`src/rtl/rxuart_ctrl_if.sv`:
```
// Consumer read handshake between rxuart_ctrl and whatever drains its FIFO.
// master: the controller, which drives the FIFO head out.
// slave:  the consumer, which accepts bytes with i_rd_ready.
interface rxuart_ctrl_if;
   logic       o_rd_valid;
   logic       i_rd_ready;
   logic [7:0] o_rd_data;

   modport master (output o_rd_valid, output o_rd_data, input  i_rd_ready);
   modport slave  (input  o_rd_valid, input  o_rd_data, output i_rd_ready);
endinterface

```
`src/rtl/rxuart_ctrl.sv`:
```
// rxuart_ctrl: supervises a UART receiver and buffers its bytes.
// - Holds the receiver in reset for 4 cycles after reset or a setup write.
// - Queues clean bytes received in RUN into a first-word fall-through FIFO.
// - Tracks a sticky overflow flag and, optionally, a count of errored bytes.
// Optional feature: define RXUART_CTRL_ERRCNT_EN to build the saturating
// errored-byte counter; otherwise o_err_count is tied to zero.
module rxuart_ctrl #(
   parameter int          FIFO_LG       = 4,
   parameter logic [29:0] INITIAL_SETUP = 30'd868
) (
   input  logic               i_clk,
   input  logic               i_reset_n,
   input  logic               i_setup_wr,
   input  logic [29:0]        i_setup,
   output logic [29:0]        o_setup,
   output logic               o_rx_reset,
   input  logic               i_rx_wr,
   input  logic               i_rx_break,
   input  logic               i_rx_parity_err,
   input  logic               i_rx_frame_err,
   input  logic [7:0]         i_rx_data,
   rxuart_ctrl_if.master      rd,
   output logic [FIFO_LG:0]   o_fill,
   output logic               o_overflow,
   output logic [7:0]         o_err_count,
   input  logic               i_clr_status
);

   localparam logic [FIFO_LG:0] DEPTH = {1'b1, {FIFO_LG{1'b0}}};

   typedef enum logic [1:0] {
      ST_RST = 2'd0,
      ST_RUN = 2'd1,
      ST_BRK = 2'd2
   } state_t;

   state_t             state;
   logic [1:0]         rst_cnt;
   logic [7:0]         mem [0:(1<<FIFO_LG)-1];
   logic [FIFO_LG-1:0] wr_ptr;
   logic [FIFO_LG-1:0] rd_ptr;
   logic               full;
   logic               byte_err;
   logic               push_req;
   logic               do_push;
   logic               do_pop;

   // Byte strobe qualification; a setup write flushes, so it also blocks pushes.
   always_comb begin
      full     = (o_fill == DEPTH);
      byte_err = i_rx_parity_err | i_rx_frame_err;
      push_req = i_rx_wr && (state == ST_RUN) && !byte_err && !i_setup_wr;
      do_pop   = rd.o_rd_valid && rd.i_rd_ready && !i_setup_wr;
      // When full, a simultaneous pop frees the slot, so the push still lands.
      do_push  = push_req && (!full || do_pop);
   end

   assign rd.o_rd_valid = (o_fill != '0);
   assign rd.o_rd_data  = mem[rd_ptr];

   // Control FSM: receiver reset window, run, and line-break hold-off.
   always_ff @(posedge i_clk) begin
      if (!i_reset_n) begin
         state      <= ST_RST;
         rst_cnt    <= 2'd0;
         o_rx_reset <= 1'b1;
         o_setup    <= INITIAL_SETUP;
      end else if (i_setup_wr) begin
         // New setup: reload and restart the 4-cycle receiver reset.
         state      <= ST_RST;
         rst_cnt    <= 2'd0;
         o_rx_reset <= 1'b1;
         o_setup    <= i_setup;
      end else begin
         case (state)
            ST_RST: begin
               if (rst_cnt == 2'd3) begin
                  state      <= ST_RUN;
                  o_rx_reset <= 1'b0;
               end else begin
                  rst_cnt <= rst_cnt + 2'd1;
               end
            end
            ST_RUN: if (i_rx_break)  state <= ST_BRK;
            ST_BRK: if (!i_rx_break) state <= ST_RUN;
            default: begin
               state      <= ST_RST;
               rst_cnt    <= 2'd0;
               o_rx_reset <= 1'b1;
            end
         endcase
      end
   end

   // FIFO storage; contents need no reset since pointers define validity.
   always_ff @(posedge i_clk) begin
      if (do_push) mem[wr_ptr] <= i_rx_data;
   end

   // FIFO pointers, occupancy and sticky overflow.
   always_ff @(posedge i_clk) begin
      if (!i_reset_n) begin
         wr_ptr     <= '0;
         rd_ptr     <= '0;
         o_fill     <= '0;
         o_overflow <= 1'b0;
      end else begin
         if (i_setup_wr) begin
            wr_ptr <= '0;
            rd_ptr <= '0;
            o_fill <= '0;
         end else begin
            if (do_push) wr_ptr <= wr_ptr + 1'b1;
            if (do_pop)  rd_ptr <= rd_ptr + 1'b1;
            if (do_push && !do_pop)      o_fill <= o_fill + 1'b1;
            else if (do_pop && !do_push) o_fill <= o_fill - 1'b1;
         end
         // Clear first so a same-cycle overflow event wins.
         if (i_clr_status) o_overflow <= 1'b0;
         if (push_req && full && !do_pop) o_overflow <= 1'b1;
      end
   end

`ifdef RXUART_CTRL_ERRCNT_EN
   logic err_evt;
   assign err_evt = i_rx_wr && (state == ST_RUN) && byte_err && !i_setup_wr;

   // Saturating count of errored bytes; an increment beats a same-cycle clear.
   always_ff @(posedge i_clk) begin
      if (!i_reset_n) begin
         o_err_count <= 8'd0;
      end else if (err_evt) begin
         if (i_clr_status)               o_err_count <= 8'd1;
         else if (o_err_count != 8'hFF)  o_err_count <= o_err_count + 8'd1;
      end else if (i_clr_status) begin
         o_err_count <= 8'd0;
      end
   end
`else
   assign o_err_count = 8'd0;
`endif

endmodule

```
`src/flat_wrapper.sv`:
```
// flat-port wrapper written by rule: the top's interface ports become plain ports
module rxuart_ctrl_flat 
#(
   parameter int          FIFO_LG       = 4,
   parameter logic [29:0] INITIAL_SETUP = 30'd868
)
  (i_clk, i_reset_n, i_setup_wr, i_setup, o_setup, o_rx_reset, i_rx_wr, i_rx_break, i_rx_parity_err, i_rx_frame_err, i_rx_data, o_fill, o_overflow, o_err_count, i_clr_status, rd_o_rd_valid, rd_o_rd_data, rd_i_rd_ready);
  rxuart_ctrl_if rd_i ();
  input  logic i_clk;
  input  logic i_reset_n;
  input  logic i_setup_wr;
  input  logic [29:0] i_setup;
  output logic [29:0] o_setup;
  output logic o_rx_reset;
  input  logic i_rx_wr;
  input  logic i_rx_break;
  input  logic i_rx_parity_err;
  input  logic i_rx_frame_err;
  input  logic [7:0] i_rx_data;
  output logic [FIFO_LG:0] o_fill;
  output logic o_overflow;
  output logic [7:0] o_err_count;
  input  logic i_clr_status;
  output wire logic [$bits(rd_i.o_rd_valid)-1:0] rd_o_rd_valid;
  output wire logic [$bits(rd_i.o_rd_data)-1:0] rd_o_rd_data;
  input wire logic [$bits(rd_i.i_rd_ready)-1:0] rd_i_rd_ready;
  assign rd_o_rd_valid = rd_i.o_rd_valid;
  assign rd_o_rd_data = rd_i.o_rd_data;
  assign rd_i.i_rd_ready = rd_i_rd_ready;
  rxuart_ctrl #(.FIFO_LG(FIFO_LG), .INITIAL_SETUP(INITIAL_SETUP)) u_core (.i_clk(i_clk), .i_reset_n(i_reset_n), .i_setup_wr(i_setup_wr), .i_setup(i_setup), .o_setup(o_setup), .o_rx_reset(o_rx_reset), .i_rx_wr(i_rx_wr), .i_rx_break(i_rx_break), .i_rx_parity_err(i_rx_parity_err), .i_rx_frame_err(i_rx_frame_err), .i_rx_data(i_rx_data), .rd(rd_i), .o_fill(o_fill), .o_overflow(o_overflow), .o_err_count(o_err_count), .i_clr_status(i_clr_status));
endmodule
```
`config.mk`:
```
export PLATFORM = sky130hd
export DESIGN_NAME = rxuart_ctrl_flat
export DESIGN_NICKNAME = d
export VERILOG_FILES = /design/src/rtl/rxuart_ctrl_if.sv /design/src/rtl/rxuart_ctrl.sv /design/src/flat_wrapper.sv
export SDC_FILE = /design/constraint.sdc
export NUM_CORES = 1
export LEC_CHECK = 0
export ABC_AREA = 0
export CAP_MARGIN = 20
export CORE_AREA = 2 2 132 134
export CTS_BUF_LIST = sky130_fd_sc_hd__clkbuf_8 sky130_fd_sc_hd__clkbuf_16
export CTS_CLUSTER_SIZE = 20
export DETAILED_ROUTE_END_ITERATION = 8
export DIE_AREA = 0 0 134 136
export GPL_TIMING_DRIVEN = 0
export MAX_ROUTING_LAYER = met4
export PLACE_DENSITY = 0.67
export SETUP_SLACK_MARGIN = 0.05
export SLEW_MARGIN = 20
export SYNTH_ARGS = -nofsm -noshare
export SYNTH_HDL_FRONTEND = slang
export SYNTH_SLANG_ARGS = --single-unit
export TNS_END_PERCENT = 5
```
`constraint.sdc`:
```
create_clock -name i_clk -period 7.5 [get_ports i_clk]
set_input_delay 2.25 -clock i_clk [delete_from_list [all_inputs] [get_ports i_clk]]
set_output_delay 2.25 -clock i_clk [all_outputs]
set_load 0.02 [all_outputs]
```
==> metrics.txt, run 1 <==
row count=48; initial antenna violation count=0; FF-to-FF Start=u_core.state[1]; cts hold-fix bufs=0; antenna fix cells=0; input/output buffers=92; CP startpoint kind=flop; drt pass-1 iters=4; Final Hold Fails=0; critical-path maximum fanout=10; largest net degree at the start of global routing=17; Seq/Total Area, Yosys=66.3%; Layout Nets=~650; syn avg cell area=16.0 um^2; worst-case clock buffer depth=2; area of the multi-input gates=~2300 um^2; WHS Path Cells=2; Detailed Place HPWL=10,700 um; CTS H-tree lvls=4; top cell type's share of synthesized area=about half; EDFF count, synth=128; post-CTS setup buffer count=0; Setup TNS Final=0 ps; worst-margin pin slew=roughly 870 ps; first-pass GRT wire length=24,100 um; CTS tree=done; top cells by count, synth=edfxtp_1 (128), dfxtp_1 (53), mux2i_1 (34), nor2b_1 (29), nor2_1 (25); routed wire length=15,500 um; Post-Synthesis Cells=464; flop2flop setup slack=4610 ps; critical path endpoint category=output port; Max-slew headroom=41.5%; Final GP Congestion=roughly 0.75; Yosys warning count=0; Initial Utilization=43.9%; Reg-to-Reg End=u_core.o_fill[4]; Sink Count=181; minimum clock period=4790 ps; clk root buf=clkbuf_16; final setup vio count=0; Overall Power=around 2.0 mW; end point of the critical path=rd_o_rd_data[0]; M2 GR Usage=31.9%; Hold WC Path Type=flop to flop; Die Ht=between 100 and 150 um; core area=16,900 um^2; clock skew=6.16 ps; Total Routing Usage GR=18.3%; Worst Path Required=5250 ps; CTS buffer count=17; most common cell in the netlist=edfxtp_1; status=complete, no violations; RSZ-0062 raised after global routing=no; Ports=101; Fillers=1,340; Synth cell types=45; async set-reset flop share out of synthesis=0%; GR Util met3=4.29%; clk_lat worst skew=430 ps; post-CTS sizing=0; Worst VDD drop=~0.00018 V; grt met1 use=approximately 21%; main flop type after synthesis=edfxtp_1; vias per cell=slightly above 5; number of global-route vias before repair=between 4,000 and 5,000; busiest layer in global routing=met2; Power Density=219 nW/um^2; Worst Path Arrival=~2500 ps; gr ovfl total=0; Worst-path clk slew=70 ps; r2r worst-path depth=12; Seq cells post-synth=181; Highest Clock Rate=209 MHz; via count=4,271; post-route ant nets=0; Synth area leader=edfxtp_1; total die area=18,200 um^2; max-cap violations=0; Die X=approximately 130 um; Mapped Area=7400 um^2; crit share post-route=a little under two thirds; DRT iter0 DRCs=245; Synth area leaders=edfxtp_1 (52%), dfxtp_1 (14%), mux4_2 (5.5%); DRC viols=0; Pins Over Slew Limit=0; sequential standard cell area=4900 um^2; layout cells sized above 1=15.6%; kind of critical path=flop to output port; Pleak=around 3.3 nW; DR WL/cell=approximately 19 um; area grow syn2layout=25.4%
==> worst min-delay path by stage <==
stage                        end  slack [ps]         startpoint
6_report       u_core.o_setup[6]         490  u_core.o_setup[6]
5_1_grt        u_core.o_setup[6]         510  u_core.o_setup[6]
4_1_cts        u_core.o_setup[6]         490  u_core.o_setup[6]
3_5_place_dp   u_core.o_setup[6]         460  u_core.o_setup[6]
3_3_place_gp   u_core.o_setup[8]         460  u_core.o_setup[8]
2_1_floorplan   u_core.wr_ptr[0]         470   u_core.wr_ptr[0]
==> report_power, final <==
part	internal, mW	switching, mW	leakage, nW
logic	0.0539	0.0502	1.40
clock network	0.459	0.381	0.273
registers	1.08	0.00545	1.58
total	1.59	0.437	3.26
==> cells by family (layout without fill, tap and decap cells) <==
group / Yosys count / after routing / synth area share (%)
DFF: 181 / 181 / 66.3
and+or+nand+nor: 108 / 108 / 7.78
muxes: 66 / 66 / 15.0
buffers and inverters: 46 / 178 / 3.52
AOI/OAI and AO/OA: 42 / 42 / 4.06
adders and majority gates: 16 / 16 / 2.81
xor gates and xnor gates: 4 / 4 / 0.473
other: 1 / 8 / 0.0507
==> through the flow <==
stage | setup WS [ps] | cells | cell area [um^2] | hold WS [ps] | utilization [%]
4_1_cts | 2650 | 828 | 9280 | 489 | 55.0
5_1_grt | 2570 | 828 | 9280 | 507 | 55.0
3_3_place_gp | 2050 | 788 | 8630 | 456 | 51.1
2_1_floorplan | 3230 | 471 | 7430 | 466 | -
6_report | 2710 | 828 | 9280 | 488 | 55.0
3_5_place_dp | 2550 | 796 | 8720 | 463 | 51.7
==> cell type report <==
cell class	count	share of cell area, %
Timing Repair Buffer	100	10.4
Clock buffer	17	4.58
Buffer	30	2.16
Clock inverter	15	1.46
Tap cell	225	3.03
Multi-Input combinational cell	244	24.9
Sequential cell	181	52.8
Inverter	16	0.647
==> state kept, by name, summed over array words and instances (netlist names), 2 cells and up, named ones only <==
name and count:
u_core.mem 128, u_core.state 2, u_core.o_setup 30, u_core.rst_cnt 2, u_core.rd_ptr 4, u_core.wr_ptr 4
u_core.o_fill 5
==> cell usage in the layout (no fill, tap or decap), types with 4 or more instances in the layout <==
master,count
ha_1,15
nor2b_1,29
xor2_1,4
clkbuf_16,17
buf_4,11
mux4_2,18
nor2_1,25
clkdlybuf4s50_1,92
mux2i_1,34
nor4_2,8
nand2_1,20
edfxtp_1,128
mux4_1,14
nand3_1,5
conb_1,8
a22oi_1,17
nand2b_1,4
inv_1,16
buf_2,14
dfxtp_1,53
clkbuf_1,7
a21oi_1,10
and2_1,5
==> routing by layer <==
| layer | vias to the layer above | part of all wire (%) |
|---|---|---|
| met5 | - | 0 |
| met4 | 0 | 1.2 |
| met3 | 15 | 4.2 |
| met2 | 122 | 53 |
| met1 | 2129 | 42 |
| li1 | 2005 | - |
==> worst max-delay path, stage by stage (launching register included) <==
cell and delay [ps]:
dfxtp_1 330, buf_6 120, buf_6 180, mux4_1 590, a22oi_1 260, nand2_1 100
clkdlybuf4s50_1 540
Power figures use the tool's default switching activity.
==> inputs of run 2 (changes only) <==
- PLACE_DENSITY: 0.67 -> 0.7
- clock period: 7.5 -> 4.3 ns (I/O delays scaled with it)
==> metrics.txt, run 2 (synthesis gave the netlist of run 1 again) <==
area grow syn2layout=25.9%; max reg flops=128 (unchanged); cts hold-fix bufs=0 (unchanged); DRC viols=0 (unchanged); final setup vio count=0 (unchanged); routed wire length=15,800 um (+2.2%); Highest Clock Rate=254 MHz; clock power share=42.3% (+0.9 points); Finished Cell Area=9320 um^2 (+0.36%); Worst Path Arrival=2650 ps (+110 ps); HP Start=u_core.o_setup[9]; sw power=0.762 mW (+74%); Pins Over Slew Limit=0 (unchanged); post-route ant nets=0 (unchanged); Logic pwr share=5.1% (about the same); FF-to-FF Start=u_core.state[1]; crit share post-route=91.7%; Cells after DPL=796 (unchanged); Worst Path Required=3010 ps (-2240 ps); Final Hold Fails=0 (unchanged); max-cap violations=0 (unchanged); DRT iter0 DRCs=284 (+16%); Layout Nets=653 (unchanged); Ports=101 (unchanged); antenna fix cells=0 (unchanged); worst-case clock buffer depth=2 (unchanged); drt pass-1 iters=5 (+1); input/output buffers=92 (unchanged); final design utilization=55.2% (+0.20 points); RSZ-0062 raised after global routing=no; Fillers=1,313 (-2.0%); worst-margin pin slew=830 ps (-43.5 ps); Worst VDD drop=0.000282 V (+60%); r2r worst-path depth=12 (unchanged); Worst Setup Slack, final=358 ps (-2350 ps); Pleak=3.27 nW (+0.29%); initial antenna violation count=0 (unchanged); Initial Utilization=43.9% (unchanged); clk root buf=clkbuf_16; minimum clock period=between 3000 and 4000 ps; Detailed Place HPWL=11,200 um (+4.7%); clock skew=5.86 ps (-0.294 ps); Worst-path clk slew=70 ps (about the same); clk_lat worst skew=420 ps (about the same); CTS H-tree lvls=4 (unchanged); largest net degree at the start of global routing=17 (unchanged); critical path endpoint category=output port; sw frac=21.2% (-0.35 points); post-CTS sizing=0 (unchanged); via count=4,344 (+1.7%); register share of total power=52.6% (-0.8 points); CP startpoint kind=flop; Sink Count=181 (unchanged); vias per cell=5.25 (+1.7%); Final GP Congestion=0.792 (+5.4%); layout cells sized above 1=15.8% (+0.17 points); gr ovfl total=0 (unchanged); Die X=134 um (unchanged); status=complete, no violations; Max-slew headroom=44.5% (+2.9 points); commonest cells after routing, fill and taps aside=edfxtp_1 (128), clkdlybuf4s50_1 (92), dfxtp_1 (53); post-CTS setup buffer count=0 (unchanged); CTS buffer count=17 (unchanged); Total Routing Usage GR=18.8% (+0.58 points); CTS tree=done; first-pass GRT wire length=24,600 um (+1.9%); kind of critical path=flop to output port; number of global-route vias before repair=4,589 (+1.4%); cell internal pwr=2.84 mW (+78%); most flop-heavy register=u_core.mem; Die Ht=136 um (unchanged); total die area=18,200 um^2 (unchanged); leading cell type in the layout, fill and taps excluded=edfxtp_1; row count=48 (unchanged); Setup WS pre-CTS=310 ps (-2240 ps); Power Density=386 nW/um^2 (+77%); Hold WC Path Type=flop to flop; DR WL/cell=19.1 um (+2.2%); biggest regs=u_core.mem: 128 flops, u_core.o_setup: 30 flops, u_core.o_fill: 5 flops; core area=16,900 um^2 (unchanged); Post-DP Area=8740 um^2 (+0.17%); WHS Path Cells=2 (unchanged); critical-path maximum fanout=10 (unchanged); fin cells=828 (unchanged); Final Hold Slack=472 ps (-15.2 ps)
-- run 2: cell types whose count changed in the layout (fill, tap and decap cells not counted) --
cell,change
bufinv_16,+1
clkinvlp_2,-1
buf_4,+6
clkinv_2,+1
clkinv_8,-1
inv_6,+1
inv_1,-1
buf_2,-6
-- run 2: routing by layer --
metal  wire, um  up-vias  global-route usage [%]
met5          0        -                       -
met4        212        0                    6.15
met2       7920      160                    31.2
li1           -     2002                       -
met3        984       16                    4.62
met1       6680     2166                    22.8
-- run 2: critical path, cell delays in order, from the launching register on --
cell and delay (ps):
dfxtp_1 320, buf_6 130, buf_6 170, mux4_1 620
a22oi_1 330, nand2_1 110, clkdlybuf4s50_1 540
-- run 2: final cells by class --
class / instances / area (um^2) / share of cell area (%)
Multi-Input combinational cell: 244 / 2310 / 24.8
Inverter: 16 / 60.1 / 0.645
Timing Repair Buffer: 100 / 978 / 10.5
Sequential cell: 181 / 4900 / 52.6
Buffer: 30 / 200 / 2.15
Clock buffer: 17 / 425 / 4.57
Clock inverter: 15 / 154 / 1.65
Tap cell: 225 / 282 / 3.02
-- run 2: metrics by stage --
step                setup TNS (ps)  power, mW
floorplan                        0       2.01
global placement             -6680       2.11
detailed placement               0       2.11
CTS                              0       3.63
global route                     0       3.71
finish                           0       3.60
-- run 2: path summary, 6_finish.rpt --
path / to / slack, ps
setup / recovery: rd_o_rd_data[2] / 360
hold / removal: u_core.o_setup[9] / 470
setup reg to reg: u_core.o_fill[4] / 1440
hold reg to reg: u_core.o_setup[9] / 470
-- run 2: power by group through the flow --
stage          logic [mW]  registers, mW  clock network, mW
5_1_grt             0.197           1.89               1.62
3_5_place_dp        0.185           1.93                  0
6_report            0.184           1.89               1.52
2_1_floorplan      0.0573           1.95                  0
4_1_cts             0.186           1.89               1.55
3_3_place_gp        0.178           1.93                  0
